$ cat src/rtl/mandel_pkg.sv
// Shared constants for the Mandelbrot tile scheduler.
// Holds the command length, the byte position of each command field and
// the state encoding used by the tile walker in mandel_tile_sched.
package mandel_pkg;

  localparam int CMD_BYTES = 10;

  // Byte positions inside the tile command as received over the UART
  localparam int IDX_PIX_X = 0;
  localparam int IDX_PIX_Y = 1;
  localparam int IDX_CXS_H = 2;
  localparam int IDX_CXS_L = 3;
  localparam int IDX_CYS_H = 4;
  localparam int IDX_CYS_L = 5;
  localparam int IDX_DCX_H = 6;
  localparam int IDX_DCX_L = 7;
  localparam int IDX_DCY_H = 8;
  localparam int IDX_DCY_L = 9;

  // Tile walker states
  localparam logic [2:0] ST_RECV  = 3'd0;
  localparam logic [2:0] ST_LOAD  = 3'd1;
  localparam logic [2:0] ST_ISSUE = 3'd2;
  localparam logic [2:0] ST_WAIT  = 3'd3;
  localparam logic [2:0] ST_SEND  = 3'd4;
  localparam logic [2:0] ST_NEXT  = 3'd5;

  // Joins a big-endian byte pair into one 16-bit field
  function automatic logic [15:0] be16(input logic [7:0] hi, input logic [7:0] lo);
    return {hi, lo};
  endfunction

endpackage

$ cat src/rtl/mandel_cmd_rx.sv
// Tile command assembler.
// Collects the 10-byte tile command from the UART receiver and exposes its
// fields. A partially received command is dropped after RX_TO idle cycles so
// a lost byte cannot permanently misalign the stream.
// Ports:
//   clk, rst         clock, asynchronous active-high reset
//   rx_data/rx_valid received byte and its one-cycle strobe
//   enable           bytes are only accepted while high (scheduler idle)
//   cmd_valid        combinational pulse in the cycle the 10th byte arrives
//   pix_x, pix_y     tile dimensions in pixels
//   cxs, cys         start coordinates (CW bits, sign-extended or truncated)
//   dcx, dcy         per-pixel coordinate steps (same format)
module mandel_cmd_rx
  import mandel_pkg::*;
#(
  parameter int CW    = 16,
  parameter int RX_TO = 520
) (
  input  logic          clk,
  input  logic          rst,
  input  logic [7:0]    rx_data,
  input  logic          rx_valid,
  input  logic          enable,
  output logic          cmd_valid,
  output logic [7:0]    pix_x,
  output logic [7:0]    pix_y,
  output logic [CW-1:0] cxs,
  output logic [CW-1:0] cys,
  output logic [CW-1:0] dcx,
  output logic [CW-1:0] dcy
);

  localparam int TW = $clog2(RX_TO + 1);

  logic [3:0]    idx;
  logic [TW-1:0] idle;
  logic [7:0]    cmd_bytes [CMD_BYTES];
  logic          take;

  assign take      = rx_valid && enable;
  assign cmd_valid = take && (idx == 4'(CMD_BYTES - 1));

  // Byte index and idle timer; the timer saturates at RX_TO so a long idle
  // period keeps the partial-command drop asserted without wrapping.
  always_ff @(posedge clk or posedge rst) begin
    if (rst) begin
      idx  <= '0;
      idle <= '0;
    end else if (take) begin
      idle <= '0;
      idx  <= cmd_valid ? 4'd0 : idx + 4'd1;
    end else begin
      if (idle != TW'(RX_TO))
        idle <= idle + 1'b1;
      if (idle >= TW'(RX_TO) && idx != 4'd0)
        idx <= '0;
    end
  end

  always_ff @(posedge clk or posedge rst) begin
    if (rst) begin
      for (int i = 0; i < CMD_BYTES; i++)
        cmd_bytes[i] <= '0;
    end else if (take) begin
      cmd_bytes[idx] <= rx_data;
    end
  end

  // A signed size cast sign-extends for CW>16 and keeps the LSBs for CW<16
  assign pix_x = cmd_bytes[IDX_PIX_X];
  assign pix_y = cmd_bytes[IDX_PIX_Y];
  assign cxs   = CW'($signed(be16(cmd_bytes[IDX_CXS_H], cmd_bytes[IDX_CXS_L])));
  assign cys   = CW'($signed(be16(cmd_bytes[IDX_CYS_H], cmd_bytes[IDX_CYS_L])));
  assign dcx   = CW'($signed(be16(cmd_bytes[IDX_DCX_H], cmd_bytes[IDX_DCX_L])));
  assign dcy   = CW'($signed(be16(cmd_bytes[IDX_DCY_H], cmd_bytes[IDX_DCY_L])));

endmodule

$ cat src/rtl/mandel_tile_sched.sv
// Tile scheduler between the UART byte link and the Mandelbrot pixel engine.
// Walks a received tile row-major, starts the engine once per pixel and
// returns each pixel's iteration count (saturated to 8 bits) as one TX byte.
// Ports:
//   clk, rst             clock, asynchronous active-high reset
//   rx_data, rx_valid    incoming command bytes
//   eng_start            one-cycle engine start pulse
//   eng_cx, eng_cy       coordinates of the current pixel, stable until eng_done
//   eng_done, eng_count  engine completion strobe and iteration count
//   tx_data, tx_valid    outgoing byte, valid held until tx_ready
//   tx_ready             transmitter accepts the byte
//   busy                 a tile is being processed
module mandel_tile_sched
  import mandel_pkg::*;
#(
  parameter int CW    = 16,
  parameter int ITW   = 8,
  parameter int RX_TO = 520
) (
  input  logic           clk,
  input  logic           rst,
  input  logic [7:0]     rx_data,
  input  logic           rx_valid,
  output logic           eng_start,
  output logic [CW-1:0]  eng_cx,
  output logic [CW-1:0]  eng_cy,
  input  logic           eng_done,
  input  logic [ITW-1:0] eng_count,
  output logic [7:0]     tx_data,
  output logic           tx_valid,
  input  logic           tx_ready,
  output logic           busy
);

  logic [2:0]    state;
  logic [7:0]    ix;
  logic [7:0]    iy;
  logic [CW-1:0] cx;
  logic [CW-1:0] cy;
  logic          cmd_valid;
  logic [7:0]    pix_x;
  logic [7:0]    pix_y;
  logic [CW-1:0] cxs;
  logic [CW-1:0] cys;
  logic [CW-1:0] dcx;
  logic [CW-1:0] dcy;
  logic [7:0]    sat_count;

  mandel_cmd_rx #(
    .CW    (CW),
    .RX_TO (RX_TO)
  ) u_cmd_rx (
    .clk       (clk),
    .rst       (rst),
    .rx_data   (rx_data),
    .rx_valid  (rx_valid),
    .enable    (state == ST_RECV),
    .cmd_valid (cmd_valid),
    .pix_x     (pix_x),
    .pix_y     (pix_y),
    .cxs       (cxs),
    .cys       (cys),
    .dcx       (dcx),
    .dcy       (dcy)
  );

  // Counts wider than a byte clamp to 0xFF; narrower ones are zero-extended
  generate
    if (ITW > 8) begin : g_sat
      assign sat_count = (eng_count > ITW'(255)) ? 8'hFF : eng_count[7:0];
    end else begin : g_zext
      assign sat_count = 8'(eng_count);
    end
  endgenerate

  // Tile walker. The coordinate accumulators wrap modulo 2^CW on purpose;
  // the command receiver is only enabled in RECV, so bytes arriving during
  // a tile never disturb the fields being walked.
  always_ff @(posedge clk or posedge rst) begin
    if (rst) begin
      state    <= ST_RECV;
      ix       <= '0;
      iy       <= '0;
      cx       <= '0;
      cy       <= '0;
      tx_data  <= '0;
      tx_valid <= 1'b0;
    end else begin
      case (state)
        ST_RECV: begin
          if (cmd_valid)
            state <= ST_LOAD;
        end
        ST_LOAD: begin
          ix    <= '0;
          iy    <= '0;
          cx    <= cxs;
          cy    <= cys;
          state <= (pix_x == 8'd0 || pix_y == 8'd0) ? ST_RECV : ST_ISSUE;
        end
        ST_ISSUE: begin
          state <= ST_WAIT;
        end
        ST_WAIT: begin
          if (eng_done) begin
            tx_data  <= sat_count;
            tx_valid <= 1'b1;
            state    <= ST_SEND;
          end
        end
        ST_SEND: begin
          if (tx_ready) begin
            tx_valid <= 1'b0;
            state    <= ST_NEXT;
          end
        end
        ST_NEXT: begin
          if (ix < pix_x - 8'd1) begin
            ix    <= ix + 8'd1;
            cx    <= cx + dcx;
            state <= ST_ISSUE;
          end else begin
            ix    <= '0;
            cx    <= cxs;
            iy    <= iy + 8'd1;
            cy    <= cy + dcy;
            state <= (iy == pix_y - 8'd1) ? ST_RECV : ST_ISSUE;
          end
        end
        default: state <= ST_RECV;
      endcase
    end
  end

  assign eng_start = (state == ST_ISSUE);
  assign eng_cx    = cx;
  assign eng_cy    = cy;
  assign busy      = (state != ST_RECV);

endmodule

$ cat config.mk
export PLATFORM = sky130hd
export DESIGN_NAME = mandel_tile_sched
export DESIGN_NICKNAME = d
export VERILOG_FILES = /design/src/rtl/mandel_pkg.sv /design/src/rtl/mandel_cmd_rx.sv /design/src/rtl/mandel_tile_sched.sv
export SDC_FILE = /design/constraint.sdc
export NUM_CORES = 1
export LEC_CHECK = 0
export ABC_CLOCK_PERIOD_IN_PS = 6600
export CORE_MARGIN = 2
export CORE_UTILIZATION = 59
export CTS_CLUSTER_DIAMETER = 120
export DETAILED_ROUTE_END_ITERATION = 16
export GPL_ROUTABILITY_DRIVEN = 0
export HOLD_SLACK_MARGIN = 0.1
export PLACE_DENSITY_LB_ADDON = 0.12
export SYNTH_ARGS = -nofsm -noshare
export SYNTH_HDL_FRONTEND = slang
export SYNTH_SLANG_ARGS = --single-unit
$ cat constraint.sdc
create_clock -name clk -period 6.6 [get_ports clk]
set_input_delay 0.99 -clock clk [delete_from_list [all_inputs] [get_ports clk]]
set_output_delay 0.99 -clock clk [all_outputs]
set_load 0.01 [all_outputs]
* Word level (Yosys, flattened, before mapping)
Cells that the tools add are included.
** Storage, ports and cells
- Register bits :: 154
- Input bits :: 21
- Logic and storage cells :: 88
** Operators by class
- Add/sub/neg operators :: 8
- Magnitude comparators :: 4
- Equality and inequality tests :: 12
- Muxes and demuxes :: 26
- Bitwise operators :: 1
- Reduce and logical (&&, ||, !) cells :: 18
** Operator list (count)
- 80-bit bitwise mux :: 1
- 16-bit case mux with 2 select lines :: 2
- 16-bit adder :: 2
- 8-bit demux with 4-bit select :: 1
- 16-bit 2-to-1 mux :: 2
- 8-bit case mux with 2 select lines :: 2
- 8-bit 2-to-1 mux :: 3
- 10-bit 2-to-1 mux :: 2
- 3-bit case mux with 6 select lines :: 1
- 8-bit by 1-bit adder with 8-bit output, second input constant :: 2
- 8-bit zero test :: 2
- 8-bit by 1-bit subtractor with 8-bit output, second input constant :: 2
- 4-bit 2-to-1 mux :: 3
- 10-bit by 1-bit adder with 10-bit output, second input constant :: 1
- 10-bit greater-or-equal comparator, second input constant :: 1
- 10-bit != test, second input constant :: 1
- 3-bit 2-to-1 mux :: 3
- 8-bit equality test :: 1
- 8-bit less-than comparator :: 1
- 2-bit != test, second input constant :: 4
- 2-bit nonzero test :: 4
- 3-bit by 2-bit equality test with 1-bit output, second input constant :: 2
- 3-bit equality test, second input constant :: 2
- 2-bit 2-to-1 mux :: 3
- 15 further kinds :: 21

* Logic depth before layout (Yosys ltp)
Gate-level depths: netlist of the first run.
- Depth in word-level cells :: 6
- Mapped depth :: 13

* Hierarchy
A second synthesis of the first run with hierarchy kept.
** Second synthesis, totals
- Cells, all modules :: 829
- Area, all modules :: 8707.1 sq um
** By module, submodules not included
- mandel_tile_sched :: times used 1, cells each 557, area each 4863.4 sq um, sequential area each 1501.4 sq um
- mandel_cmd_rx :: times used 1, cells each 272, area each 3843.7 sq um, sequential area each 2352.3 sq um

* Worst setup path after synthesis of the first run
OpenSTA, ideal clock, no wires.
- Path kind :: register -> register
- Start :: register u_cmd_rx.cmd_bytes (netlist bit u_cmd_rx.pix_x[2])
- End :: register cy[15] (netlist: eng_cy[15])
- Data arrival time :: 2953 ps
- Required time :: 6474 ps
- Path slack :: 3520 ps
- Cell stages (with the launch flop) :: 12
- Path buffers :: 1
- Clock period less this slack :: 3080 ps
- Cells stage by stage :: dfrtp_1 > or4_1 > nor4_1 > xnor2_1 > ha_1 > nand3_1 > a211o_1 > a31o_2 > clkbuf_1 > a32oi_1 > o311ai_0 > a311o_1
** On the way
- Word-level cells in the longest chain between the ends :: 4
** Ends and longest elaborated chain
- start: declaration :: RTL line mandel_cmd_rx.sv:37 : logic [7:0] cmd_bytes [CMD_BYTES];
- start signal: indexed assignment :: RTL line mandel_cmd_rx.sv:65 : cmd_bytes[idx] <= rx_data;
- 8-bit by 1-bit subtractor with 8-bit output :: RTL line mandel_tile_sched.sv:118 : if (ix < pix_x - 8'd1) begin
- 8-bit less-than comparator :: RTL line mandel_tile_sched.sv:118
- 2-bit != test (no line)
- 2-bit AND reduction (no line)
- end signal: assignment :: RTL line mandel_tile_sched.sv:98 : cy <= cys;
- end signal: assignment :: RTL line mandel_tile_sched.sv:126 : cy <= cy + dcy;
- end: declaration :: RTL line mandel_tile_sched.sv:39 : logic [CW-1:0] cy;
Every way passes these cells.
A chain may end at the register's enable or synchronous reset.

* Final worst setup path of the first run
- Start :: register u_cmd_rx.cmd_bytes (netlist bit u_cmd_rx.pix_x[2])
- End :: register cx[4] (netlist: eng_cx[4])
** On the way
- Word-level cells in the longest chain between the ends :: 4
** Ends and longest elaborated chain
- 8-bit by 1-bit subtractor with 8-bit output :: RTL line mandel_tile_sched.sv:118
- 8-bit less-than comparator :: RTL line mandel_tile_sched.sv:118
- 16-bit 2-to-1 mux :: RTL line mandel_tile_sched.sv:118
- 16-bit case mux with 2 select lines :: RTL line mandel_tile_sched.sv:89 : case (state)
- end signal: assignment :: RTL line mandel_tile_sched.sv:97 : cx <= cxs;
- end signal: assignment :: RTL line mandel_tile_sched.sv:120 : cx <= cx + dcx;
- end signal: assignment :: RTL line mandel_tile_sched.sv:124 : cx <= cxs;
- end: declaration :: RTL line mandel_tile_sched.sv:38 : logic [CW-1:0] cx;
Every way passes these cells.

==> metrics, run 1 <==
most used cell, CP=a21oi_1; clk_skew=0.00812 ns; CTS Buf Count=17; critical path's largest stage delay=0.76 ns; Die Footprint=15400 um^2; worst-path cell chain=or4_1 > nor4_1 > xnor2_1 > ha_1 > a21oi_1 > o211a_1 > nand3_1 > a211oi_1 > a21oi_1 > o21ai_0; routed length per instance=19.7 um; initial antenna violation count=0; fin cells=1080; Finish-stage setup viols=0; static leakage=4.38 nW; worst-case clock buffer depth=2; PD cells=485 nW/um^2; synthesis-to-finish area growth=16.7%; n_diodes=0; gr ovfl total=0; fraction of final layout cells sized beyond drive strength 1=14.7%; hold slack=0.505 ns; number of synthesized flops with an enable pin=0; register bit total from synthesis=154; peak supply drop=0.000309 V; Tmin final=3.77 ns; Mapped Avg Cell Area=10.3 um^2; share of the yosys chip area belonging to registers=45.2%; Arr. time, crit path=4.10 ns; worst setup margin=2.83 ns; Post-Place Setup Slack=2.98 ns; vias in the first global route=6819; DR vias/cell=6.31; Mapped Nets=904; Die Wd=124 um; normalized max-slew margin=31.1%; post-synthesis async set-or-reset flop share=100%; Critical path buffers and inverters=0; Period Utilization, post-route=57.1%; DR DRC count=0; final core occ=71.2%; worst slew pin tran=1.03 ns; DP Wirelength=14100 um; WP data required=6.93 ns; post-route ant nets=0; root buf cell=clkbuf_16; Die Y-Extent=124 um; worst hold path type=reg2reg; Ys Warns=0; final wirelength=21300 um; Vias=6811; Top delay family on crit path=simple AND/OR/NAND/NOR gates; CTS tree=done; slowest CP cell=nand3_1; Slew Limit Fails=0; Distinct cells, synth=62; dpl cells=1048; Max-Cap Viols=0; Setup Buffers After CTS=0; first-pass GRT wire length=34300 um; number of DRC markers in iteration 0=661; Gate Count Post-Synth=832; status=completed; clock network latency to the later pin of the worst-skew pair=0.43 ns; Syn Std Cell Area=8530 um^2; Synth Flop Type=dfrtp_1; Total GRT Usage=27.7%; drt pass-1 iters=5; placement row count=43; CP max FO=27; initial core utilization=61.0%; largest net degree at the start of global routing=113; critical path endpoint category=flop; RSZ-0062 raised after global routing=false; cts repair resizes=0; hold violation count in the final report=0; Max Clock Freq=0.265 GHz; # fillers=1014; nets=959; startpoint type of the worst setup path=flop; cts hold-fix bufs=0; H-tree Lvls=4; Worst-path clk slew=0.07 ns; number of port buffers=63; clock tree sinks=154; commonest non-fill, non-tap cell in the layout=dfrtp_1; commonest cells after routing, fill and taps aside=154 x dfrtp_1, 85 x mux2_2, 69 x nand2_1, 68 x o21ai_0, 63 x clkdlybuf4s50_1; Setup TNS=0 ns; Crit Path Class=reg2reg; num ports=64; Core Box Area=14000 um^2
## synthesized netlist by cell type, types with 6 or more instances
cell | n | area share [%]
dfrtp_1 | 154 | 45
mux2_2 | 85 | 11
nand2_1 | 69 | 3.0
o21ai_0 | 68 | 4.0
nor2_1 | 54 | 2.4
a21oi_1 | 52 | 3.1
ha_1 | 49 | 7.2
inv_1 | 28 | 1.2
nand3_1 | 26 | 1.5
xnor2_1 | 23 | 2.4
xor2_1 | 19 | 2.0
clkbuf_1 | 18 | 0.79
nor3_1 | 16 | 0.94
a211oi_1 | 12 | 1.1
and3_1 | 10 | 0.73
nor2b_1 | 9 | 0.66
or3_1 | 9 | 0.66
a31oi_1 | 8 | 0.59
buf_1 | 8 | 0.35
mux2i_1 | 8 | 0.94
nand4_1 | 8 | 0.59
o21a_1 | 8 | 0.70
nand2b_1 | 6 | 0.44
o211ai_1 | 6 | 0.53
o31ai_1 | 6 | 0.53
## final timing paths
check / startpoint / endpoint / slack [ns] / cells after the start
worst max-delay path: u_cmd_rx.pix_x[2] / eng_cx[4] / 2.83 / 10
worst min-delay path: u_cmd_rx.cys[14] / u_cmd_rx.cys[14] / 0.50 / 1
worst max register to register: u_cmd_rx.pix_x[2] / eng_cx[4] / 2.83 / 10
worst min register to register: u_cmd_rx.cys[14] / u_cmd_rx.cys[14] / 0.50 / 1
max in group asynchronous: rst / ix[4] / 4.26 / 3
min in group asynchronous: rst / tx_valid / 1.16 / 2
## per-layer routing
layer | GRT usage (%) | vias up | routed length [um]
met5 | 0 | - | 0
met4 | 11.9 | 0 | 542
met3 | 5.21 | 46 | 1290
met2 | 43.1 | 250 | 10100
met1 | 38.1 | 3400 | 9350
li1 | - | 3115 | -
## metrics by stage
step	instance area [um^2]	total power [W]
finish	9950	0.00483
global route	9950	0.00513
CTS	9950	0.00481
detailed placement	9300	0.00369
global placement	9300	0.00358
floorplan	8530	0.00302
## sequential cells by signal (all words and copies together) (netlist names), 10 cells and up
| signal | flops |
|---|---|
| eng_cx | 16 |
| eng_cy | 16 |
| u_cmd_rx.cxs | 16 |
| u_cmd_rx.cys | 16 |
| u_cmd_rx.dcx | 16 |
| u_cmd_rx.dcy | 16 |
| u_cmd_rx.idle | 10 |
## report_power, final
part | total, W | internal (W) | leakage (nW) | switching (W)
logic | 0.00209 | 0.000983 | 2.09 | 0.00110
clock network | 0.00110 | 0.000684 | 0.317 | 0.000411
registers | 0.00165 | 0.00131 | 1.97 | 0.000337
## cell type report
cell class / instances / area, um^2 / share of cell area [%]
flip-flops and latches: 154 / 3850 / 38.7
well taps: 180 / 225 / 2.26
repair buffers: 67 / 661 / 6.64
clock inverters: 14 / 219 / 2.20
multi-input cells: 619 / 4450 / 44.7
inverters: 28 / 110 / 1.11
clock buffers: 18 / 439 / 4.41
## logic make-up (layout without fill, tap and decap cells)
family / after synthesis / count (layout) / synth area share, %
adder cells (fa/ha/maj): 51 / 51 / 7.66
XOR/XNOR: 42 / 42 / 4.31
multiplexers: 96 / 96 / 12.6
flip-flops: 154 / 154 / 45.2
buffers and inverters: 59 / 127 / 2.67
AO/OA/AOI/OAI: 199 / 199 / 14.3
AND/OR/NAND/NOR: 231 / 231 / 13.3
(Power assumes the default switching activity.)
==> run 2: changes to the inputs <==
--- a/config.mk
+++ b/config.mk
@@ -5,9 +5,9 @@
 export SDC_FILE = /design/constraint.sdc
 export NUM_CORES = 1
 export LEC_CHECK = 0
-export ABC_CLOCK_PERIOD_IN_PS = 6600
+export ABC_CLOCK_PERIOD_IN_PS = 3300
 export CORE_MARGIN = 2
-export CORE_UTILIZATION = 59
+export CORE_UTILIZATION = 53
 export CTS_CLUSTER_DIAMETER = 120
 export DETAILED_ROUTE_END_ITERATION = 16
 export GPL_ROUTABILITY_DRIVEN = 0
==> constraint.sdc (replaced) <==
create_clock -name clk -period 3.3 [get_ports clk]
set_input_delay 0.495 -clock clk [delete_from_list [all_inputs] [get_ports clk]]
set_output_delay 0.495 -clock clk [all_outputs]
set_load 0.01 [all_outputs]
==> run 2 against run 1 <==
Clock power up 99%. Power up 100%. Global-route usage shrank 0.79 points. Setup slack worse by 2.6 ns. Design area up 1.7%. Register-to-register slack lost 2.6 ns. Critical endpoint is now eng_cy[15]. Routed wire length increased by 1.9%. Die area is 11% higher. Via count decreased by 2.0%. Highest routed layer unchanged. First-iteration DRC count fell by 23%.
==> metrics, run 2 (synthesized netlist as in run 1, its figures left out) <==
Die Wd=131 um; Total GRT Usage=26.9%; startpoint type of the worst setup path=flop; worst slew pin tran=0.778 ns; Slew Limit Fails=0; first-pass GRT wire length=35000 um; drt pass-1 iters=6; Core Box Area=15800 um^2; worst hold path type=reg2reg; routed length per instance=19.3 um; H-tree Lvls=4; CTS Buf Count=17; Die Y-Extent=131 um; RSZ-0062 raised after global routing=false; slowest CP cell=or4_4; largest net degree at the start of global routing=57; initial antenna violation count=0; root buf cell=clkbuf_16; M3 GR Usage=5.99%; critical path launch point=u_cmd_rx.pix_x[2]; Max Clock Freq=0.321 GHz; Arr. time, crit path=3.43 ns; CTS tree=done; hold violation count in the final report=0; num ports=64; worst-path cell chain=or4_4 > nor4_2 > xnor2_1 > ha_1 > nand3_1 > o211a_4 > a31o_2 > a32oi_1 > o311ai_0 > a311o_1; Tmin final=3.12 ns; # fillers=1274; clock tree sinks=154; peak supply drop=0.000577 V; hold slack=0.504 ns; Setup TNS=0 ns; Die Footprint=17100 um^2; Reg area=3850 um^2; Max-Cap Viols=0; Critical path buffers and inverters=0; met2 track demand over resource=44.8%; Vias=6678; clk_skew=0.0106 ns; number of DRC markers in iteration 0=506; placement row count=46; post-route ant nets=0; PD cells=957 nW/um^2; Worst-path clk slew=0.06 ns; clock network latency to the later pin of the worst-skew pair=0.44 ns; Hold Startpoint=tx_data[4]; critical path endpoint category=flop; Period Utilization, post-route=94.4%; DR vias/cell=5.94; commonest cells after routing, fill and taps aside=154 x dfrtp_1, 85 x mux2_2, 69 x nand2_1, 68 x o21ai_0, 63 x clkdlybuf4s50_1; cts hold-fix bufs=0; Crit Path Class=reg2reg; nets=969; vias in the first global route=6589; WP data required=3.62 ns; Setup Buffers After CTS=0; status=completed; gr ovfl total=0; DP Wirelength=14900 um; n_diodes=0; initial core utilization=53.9%; met1 Resource Use GR=35.9%; Top Usage Layer GRT=met2; Finish-stage setup viols=0; synthesis-to-finish area growth=18.7%; DR DRC count=0; multi-input gate area in the final layout=4470 um^2; static leakage=4.43 nW; Top delay family on crit path=compound AO/OA/AOI/OAI gates; commonest non-fill, non-tap cell in the layout=dfrtp_1; CP max FO=7; number of port buffers=63; normalized max-slew margin=47.9%; FF-to-FF Start=u_cmd_rx.pix_x[2]; final wirelength=21700 um; worst-case clock buffer depth=2; fraction of final layout cells sized beyond drive strength 1=16.0%; critical path's largest stage delay=0.58 ns
-- run 2: per-layer routing --
metal  wire length [um]  up-vias
met1               9840     3328
met5                  0        -
met4                281        0
met2              10600      191
li1                   -     3133
met3               1030       26
-- run 2: cell type report --
cell class | instances | area share (%)
multi-input cells | 619 | 44.1
repair buffers | 77 | 7.52
clock inverters | 11 | 1.90
well taps | 216 | 2.67
clock buffers | 20 | 4.61
flip-flops and latches | 154 | 38.1
inverters | 28 | 1.08
-- run 2: final timing paths --
path                                    endpoint  slack (ns)  depth (start not counted)
worst max-delay path                  eng_cy[15]        0.18                         10
worst min-delay path                  tx_data[4]        0.50                          1
worst max register to register        eng_cy[15]        0.18                         10
worst min register to register        tx_data[4]        0.50                          1
max in group asynchronous        u_cmd_rx.cys[6]        1.93                          3
min in group asynchronous       u_cmd_rx.idle[7]        0.53                          2
-- run 2: report_power, final --
| part | internal [W] | switching [W] |
|---|---|---|
| Clock | 0.00140 | 0.000789 |
| Sequential | 0.00262 | 0.000684 |
| Combinational | 0.00201 | 0.00218 |
-- run 2: repair_timing --
item                                    4_1_cts  5_1_grt
endpoints found under the setup margin        0        7
gates resized for setup                       0        4
hold endpoints to repair                      0        0
-- run 2: metrics by stage --
| stage | utilization [%] | std cells | worst slack [ns] | cell area (um^2) | power [W] |
|---|---|---|---|---|---|
| after floorplan | - | 832 | 0.220 | 8530 | 0.00603 |
| after global placement | 59.6 | 1094 | 0.211 | 9440 | 0.00725 |
| after detailed placement | 59.6 | 1094 | 0.0729 | 9440 | 0.00744 |
| after CTS | 63.8 | 1125 | 0.0564 | 10100 | 0.00966 |
| after global routing | 63.9 | 1125 | 0.0197 | 10100 | 0.0103 |
| final | 63.9 | 1125 | 0.185 | 10100 | 0.00968 |
==> run 3: changes to the inputs <==
--- a/config.mk
+++ b/config.mk
@@ -6,12 +6,13 @@
 export NUM_CORES = 1
 export LEC_CHECK = 0
 export ABC_CLOCK_PERIOD_IN_PS = 3300
-export CORE_MARGIN = 2
+export CORE_MARGIN = 10
 export CORE_UTILIZATION = 53
 export CTS_CLUSTER_DIAMETER = 120
 export DETAILED_ROUTE_END_ITERATION = 16
 export GPL_ROUTABILITY_DRIVEN = 0
 export HOLD_SLACK_MARGIN = 0.1
+export MAX_ROUTING_LAYER = met4
 export PLACE_DENSITY_LB_ADDON = 0.12
 export SYNTH_ARGS = -nofsm -noshare
 export SYNTH_HDL_FRONTEND = slang
==> run 3 against run 2 <==
Via count is 0.15% lower. Clock skew down 0.0043 ns. Routed wire length rose by 0.29%. Clock power down 4%. Non-clock buffer count is 2 lower. Die area grew 26%. Setup slack improved by 0.014 ns. Global-route usage fell by 5.5 points. Cell count barely moved. Design area shrank 0.24%. Critical path type unchanged. Critical endpoint unchanged. Highest routed layer unchanged.
==> metrics, run 3 (synthesized netlist as in run 1, its figures left out) <==
Setup Buffers After CTS=0; worst slew pin tran=0.871 ns; commonest cells after routing, fill and taps aside=154 x dfrtp_1, 85 x mux2_2, 69 x nand2_1, 66 x o21ai_0, 63 x clkdlybuf4s50_1; normalized max-slew margin=41.9%; number of DRC markers in iteration 0=517; Arr. time, crit path=3.41 ns; final wirelength=21800 um; n_diodes=0; DR DRC count=0; initial antenna violation count=0; routed length per instance=19.4 um; largest net degree at the start of global routing=155; Die Y-Extent=147 um; initial core utilization=53.9%; first-pass GRT wire length=36100 um; FF-to-FF End=eng_cy[15]; H-tree Lvls=4; synthesis-to-finish area growth=18.4%; worst hold path type=reg2reg; cts hold-fix bufs=0; nets=967; Finish-stage setup viols=0; peak supply drop=0.000509 V; Worst-path clk slew=0.06 ns; Die Wd=147 um; Period Utilization, post-route=94.0%; Final Instance Area=10100 um^2; Slew Limit Fails=0; hold violation count in the final report=0; RSZ-0062 raised after global routing=false; worst-case clock buffer depth=2; gr ovfl total=0; Vias=6668; WP data required=3.61 ns; CTS Buf Count=17; Crit Path Class=reg2reg; FF-to-FF Start=u_cmd_rx.pix_x[2]; multi-input gate area in the final layout=4470 um^2; Hold Path Cell Cnt=1; total power=0.00962 W; drt pass-1 iters=5; static leakage=4.41 nW; vias in the first global route=6784; # fillers=1303; Die Footprint=21600 um^2; number of port buffers=63; Total GRT Usage=21.4%; status=completed; clk_skew=0.00624 ns; Core Box Area=15800 um^2; fraction of final layout cells sized beyond drive strength 1=15.7%; placed instance area=9440 um^2; Setup TNS=0 ns; clock network latency to the later pin of the worst-skew pair=0.43 ns; Hold Path End=u_cmd_rx.cxs[15]; PD cells=953 nW/um^2; post-route ant nets=0; Max Clock Freq=0.322 GHz; Max-Cap Viols=0; critical path endpoint category=flop; reg2reg path depth=10; final core occ=63.8%; root buf cell=clkbuf_16; placement row count=46; Worst R2R Setup Slack=0.20 ns; Reg area=3850 um^2; cts repair resizes=0; Hold Startpoint=u_cmd_rx.cxs[15]; clock tree sinks=154; DR vias/cell=5.93; commonest non-fill, non-tap cell in the layout=dfrtp_1; startpoint type of the worst setup path=flop; Tmin final=3.10 ns; CP max FO=5; CTS tree=done; num ports=64; DP Wirelength=15100 um
## run 3: cell types whose count changed in the layout (fill, tap and decap cells not counted), sizes merged
cell,change
bufinv,-1
clkinvlp,+3
clkinv,-2
clkbuf,-2
inv,+3
buf,-2
## run 3: layout make-up
cell class | count | share of cell area (%)
clock buffer | 18 | 4.35
sequential | 154 | 38.2
tap | 216 | 2.68
inverter | 28 | 1.08
timing repair buffer | 75 | 7.51
multi-input combinational | 619 | 44.3
clock inverter | 14 | 1.92
## run 3: per-stage QoR
step	instances	setup WS (ns)	hold slack, ns
2_1_floorplan	832	0.220	0.464
3_3_place_gp	1092	0.257	0.476
3_5_place_dp	1092	0.185	0.486
4_1_cts	1124	0.143	0.500
5_1_grt	1124	0.0188	0.500
6_report	1124	0.198	0.496
## run 3: worst max-delay path by stage
stage / end / depth (start not counted) / startpoint / slack (ns)
2_1_floorplan: eng_cy[15] / 11 / u_cmd_rx.pix_x[2] / 0.22
3_3_place_gp: eng_cy[15] / 10 / u_cmd_rx.pix_x[2] / 0.26
3_5_place_dp: eng_cy[15] / 10 / u_cmd_rx.pix_x[2] / 0.18
4_1_cts: iy[0] / 11 / u_cmd_rx.pix_x[2] / 0.14
5_1_grt: iy[3] / 11 / u_cmd_rx.pix_x[2] / 0.02
6_report: eng_cy[15] / 10 / u_cmd_rx.pix_x[2] / 0.20
## run 3: per-layer routing
metal | vias up | GRT usage (%) | wire, um
met1 | 3349 | 27.3 | 9820
met2 | 161 | 34.4 | 10700
li1 | 3137 | - | -
met4 | 0 | 5.16 | 263
met5 | - | - | 0
met3 | 21 | 4.02 | 1020
## run 3: critical path: stages, from the launching register on
cell and delay, ns:
dfrtp_1 0.43, or4_4 0.58, nor4_4 0.23, xnor2_1 0.09
ha_1 0.32, nand3_1 0.11, o211a_1 0.27, a31o_2 0.30
a32oi_1 0.15, o311ai_0 0.14, a311o_1 0.36
## run 3: where the power goes
group	leakage [nW]	switching (W)	internal [W]	total, W
Sequential	1.97	0.000676	0.00262	0.00330
Clock	0.295	0.000815	0.00129	0.00210
Combinational	2.14	0.00219	0.00203	0.00422
Total	4.41	0.00368	0.00594	0.00962
